==> src/rtl/apb_sat_counter.sv <==
`default_nettype none
// +--------------------------------------------------------------------------+
// | apb_sat_counter                                                          |
// | Saturating event counter; a same-cycle clr and inc restart the count at 1|
// | Revision: 1.0                                                            |
// +--------------------------------------------------------------------------+
module apb_sat_counter #(
  parameter int CNT_W = 16
) (
  input  logic             PCLK,
  input  logic             PRESET,
  input  logic             inc,
  input  logic             clr,
  output logic [CNT_W-1:0] cnt
);

  logic [CNT_W-1:0] r_cnt;

  always_ff @(posedge PCLK or posedge PRESET) begin
    if (PRESET) begin
      r_cnt <= '0;
    end else if (clr) begin
      r_cnt <= CNT_W'(inc);
    end else if (inc && (r_cnt != '1)) begin
      r_cnt <= r_cnt + 1'b1;
    end
  end

  assign cnt = r_cnt;

endmodule
`default_nettype wire

==> config.mk <==
export PLATFORM = sky130hd
export DESIGN_NAME = apb_sat_counter
export DESIGN_NICKNAME = d
export VERILOG_FILES = /design/src/rtl/apb_sat_counter.sv
export SDC_FILE = /design/constraint.sdc
export NUM_CORES = 1
export LEC_CHECK = 0
export CAP_MARGIN = 20
export CORE_MARGIN = 5
export CORE_UTILIZATION = 52
export DETAILED_ROUTE_END_ITERATION = 10
export GPL_TIMING_DRIVEN = 0
export PLACE_DENSITY = 0.8
export SETUP_SLACK_MARGIN = 0.05
export SKIP_LAST_GASP = 1
export SLEW_MARGIN = 20
export SYNTH_ARGS = -nofsm -noshare
export SYNTH_HDL_FRONTEND = slang
export SYNTH_SLANG_ARGS = --single-unit
export TNS_END_PERCENT = 20
==> constraint.sdc <==
create_clock -name PCLK -period 4.3 [get_ports PCLK]
set_clock_uncertainty 0.05 [all_clocks]
set_input_delay 0.86 -clock PCLK [delete_from_list [all_inputs] [get_ports PCLK]]
set_output_delay 0.86 -clock PCLK [all_outputs]
set_load 0.01 [all_outputs]
# Word level (Yosys, flattened, before mapping)
# Index checks and enable logic that the tools add are counted.
[classes] add_sub_neg=1 muxes=2 eq_ne=1 reduce_logical=2
[ops] op="$mux W16" n=2
[ops] op="$add A16 B1 Y16 const B" n=1
[ops] op="$ne A16 B16 Y1 const B" n=1
[ops] op="$reduce_bool A2 Y1" n=1
[ops] op="$logic_and A1 B1 Y1" n=1
[word_totals] elab_cells=7 inputBits=4 out_inout_bits=16 regBits=16

# Longest topological paths before layout
[depth] word_depth=4 mapped_depth=5 ltp_nobuf=5

# Least setup slack after synthesis
# No wires, ideal clock.
[synth_path] path_type="in2reg" start="input port inc" end="register r_cnt[12] (netlist: cnt[12])" required_ns=4.172 arrival_ns=1.739 slack_ns=2.433 path_buffers=0 path_stages=4 cell_sequence="inv_1 or3_4 or3_1 a21oi_1"
[synth_between] elab_chain_cells=2
[synth_rtl] element="from (decl)" line_no="12" text="input logic inc,"
[synth_rtl] element="$logic_and A1 B1 Y1" line_no="24" text="end else if (inc && (r_cnt != '1)) begin"
[synth_rtl] element="$reduce_bool A2 Y1 (no source line)"
[synth_rtl] element="to (signal assigned)" line_no="23" text="r_cnt <= CNT_W'(inc);"
[synth_rtl] element="to (signal assigned)" line_no="25" text="r_cnt <= r_cnt + 1'b1;"
[synth_rtl] element="to (decl)" line_no="17" text="logic [CNT_W-1:0] r_cnt;"
# Every way passes these cells.
# A chain may end at the register's enable or synchronous reset.

# Worst setup path after layout
# Ends and elaborated chain as after synthesis.

==> run metrics <==
status finished clean; Util after Layout 0.678; Final WS setup 1.99 ns; # DRC 0; Max clock buf depth 2; Sw Share 0.240; Initial Utilization 0.541; Leakage 0.432 nW; First-pass DRT Iterations 4; Cell Area, Synth 925 sq um; Final Max Tran Viols 0; antenna viol nets, final 0; Area Overhead vs Synth 25.3%; clock latency on the worst-skew pair 0.28 ns; antenna violations before repair 0; hold slack 0.528 ns; Post-CTS Resized 0; internal power 0.198 mW; Place WS 1.70 ns; CTS root buffer clkbuf_4; fill count 144; Core Rows 15; startpoint types input port; placed cell areas 0.00114 sq mm; average cell area after synthesis 9.63 sq um; final hold violation count 0; post-CTS setup buffer count 0; share of power burned in registers 0.602; grt ovf 0; crit end category register; worst r2r path cells 5; die extent in x 52.2 um; 1st-iter DRT viols 17; Switch Pwr 0.0623 mW; Slew @ Worst Pin 0.612 ns; drt wl/cell 13.7 um; placed instance count 139; port bufs 18; hold path start cnt[15]$_DFFE_PP0P_; min-delay worst type register to register; Detailed Place HPWL 1430 um; most frequent cells in the layout clkdlybuf4s50_1 (18), dfrtp_1 (16), a21oi_1 (11); # hold bufs at CTS 0; sequential-to-total area share from yosys stat 0.433; fin crit period 2.31 ns; clk slew on worst S/H paths 0.09 ns; fin nets 124; DIE AREA 0.00272 sq mm; Vias 814; # setup viols final 0; unrepaired setup endpoints after global routing no; #FFs+latches synth 16; arrival time at the worst endpoint 2.46 ns; Cells after Synth 96; synth warn 0; largest net degree at the start of global routing 17; R2R Path End cnt[1]$_DFFE_PP0P_; CP Data Required Time 4.45 ns; CTS H-Tree Depth 1; r2r setup slk 2.37 ns; DR vias/cell 5.73; hold path endpoint cnt[15]$_DFFE_PP0P_; CTS buffer count 3; GRT Util Overall 0.167; max FFs per register 16; fin cells 142; pwr dens 224 mW/mm^2; Hold Crit Depth 2; worst-path maximum fanout 6; first-pass GRT wire length 3440 um; drt total wl 1950 um; Design Power 0.260 mW; clock tree sinks 16; Ports 20; crit share post-route 0.537; Syn Nets 101; f_max 433 MHz; slew margin rel. 0.592; Worst VDD drop 0.172 mV; Finished Cell Area 0.00116 sq mm; CTS tree done; ratio of cells with drive above 1 in the final layout 0.0769; vias in the first global route 815; Comb pwr share 0.105; commonest non-fill, non-tap cell in the layout clkdlybuf4s50_1; r2r startpoint cnt[0]$_DFFE_PP0P_; total negative setup slack 0 ns; number of max-cap violations 0; Setup CP Type input port to register; total core area 0.00171 sq mm; Placer Congestion 0.830; Unique masters post-synth 31; die height 52.2 um; Clk network pwr share 0.292; # diodes 0
-- power groups by stage --
stage	Clock (mW)	Combinational, mW	Sequential [mW]
6_report	0.0760	0.0274	0.157
5_1_grt	0.0842	0.0307	0.157
4_1_cts	0.0803	0.0279	0.157
3_5_place_dp	0	0.0277	0.159
3_3_place_gp	0	0.0275	0.159
2_1_floorplan	0	0.0142	0.160
-- Yosys cell counts --
cell | count | area (sq um)
o211ai_1 | 1 | 7.51
or3_1 | 5 | 31.3
and4_1 | 2 | 17.5
nand4_1 | 5 | 31.3
mux2i_1 | 1 | 10.0
dfrtp_1 | 16 | 400
nand3_1 | 4 | 20.0
buf_1 | 1 | 3.75
and3_1 | 2 | 12.5
o41ai_4 | 1 | 27.5
o21ai_1 | 3 | 15.0
o21ai_0 | 2 | 10.0
nand3b_1 | 1 | 7.51
or4_1 | 5 | 37.5
nor3_2 | 1 | 10.0
ha_1 | 1 | 12.5
o31ai_1 | 6 | 45.0
a21oi_1 | 11 | 55.1
xor2_1 | 1 | 8.76
inv_1 | 4 | 15.0
or3b_2 | 1 | 8.76
nor3_1 | 2 | 10.0
clkbuf_1 | 1 | 3.75
or3_4 | 1 | 11.3
nand4_4 | 1 | 21.3
o41ai_2 | 1 | 16.3
nand2b_1 | 1 | 6.26
nand2_1 | 8 | 30.0
nor2_1 | 3 | 11.3
a211oi_1 | 2 | 15.0
and2_1 | 2 | 12.5
-- critical path, stage by stage --
cell,delay (ns)
clkdlybuf4s50_1,0.63
inv_1,0.07
or3_4,0.41
or3_1,0.35
a21oi_1,0.14
-- layout make-up --
cell class / count / area [sq um] / share of cell area
inverter: 4 / 15.0 / 0.0130
sequential: 16 / 400 / 0.346
clock buffer: 3 / 22.5 / 0.0194
tap: 25 / 31.3 / 0.0270
timing repair buffer: 18 / 180 / 0.156
multi-input combinational: 74 / 502 / 0.433
buffer: 2 / 7.51 / 0.00648
-- worst max path at each step --
stage | from | cells past startpoint | slack (ns) | to
final | inc | 5 | 1.99 | cnt[12]$_DFFE_PP0P_
after global routing | inc | 5 | 1.91 | cnt[12]$_DFFE_PP0P_
after CTS | inc | 5 | 2.00 | cnt[12]$_DFFE_PP0P_
after detailed placement | inc | 5 | 1.70 | cnt[12]$_DFFE_PP0P_
after global placement | inc | 5 | 1.71 | cnt[12]$_DFFE_PP0P_
after floorplan | inc | 4 | 2.43 | cnt[12]$_DFFE_PP0P_
-- layer usage --
layer  global-route usage  up-vias  share of wire
met5                    0        -              0
met4               0.0851        0         0.0072
met2                0.272       19           0.46
met1                0.209      378           0.49
met3               0.0313        2          0.047
li1                     -      415              -
-- logic make-up after synthesis --
logic type / after synthesis / synth area share
multiplexers: 1 / 0.0108
AND/OR/NAND/NOR: 44 / 0.302
adder cells (fa/ha/maj): 1 / 0.0135
AO/OA/AOI/OAI: 27 / 0.207
buffers and inverters: 6 / 0.0243
XOR/XNOR: 1 / 0.00947
flip-flops: 16 / 0.433
Power figures use the tool's default switching activity.
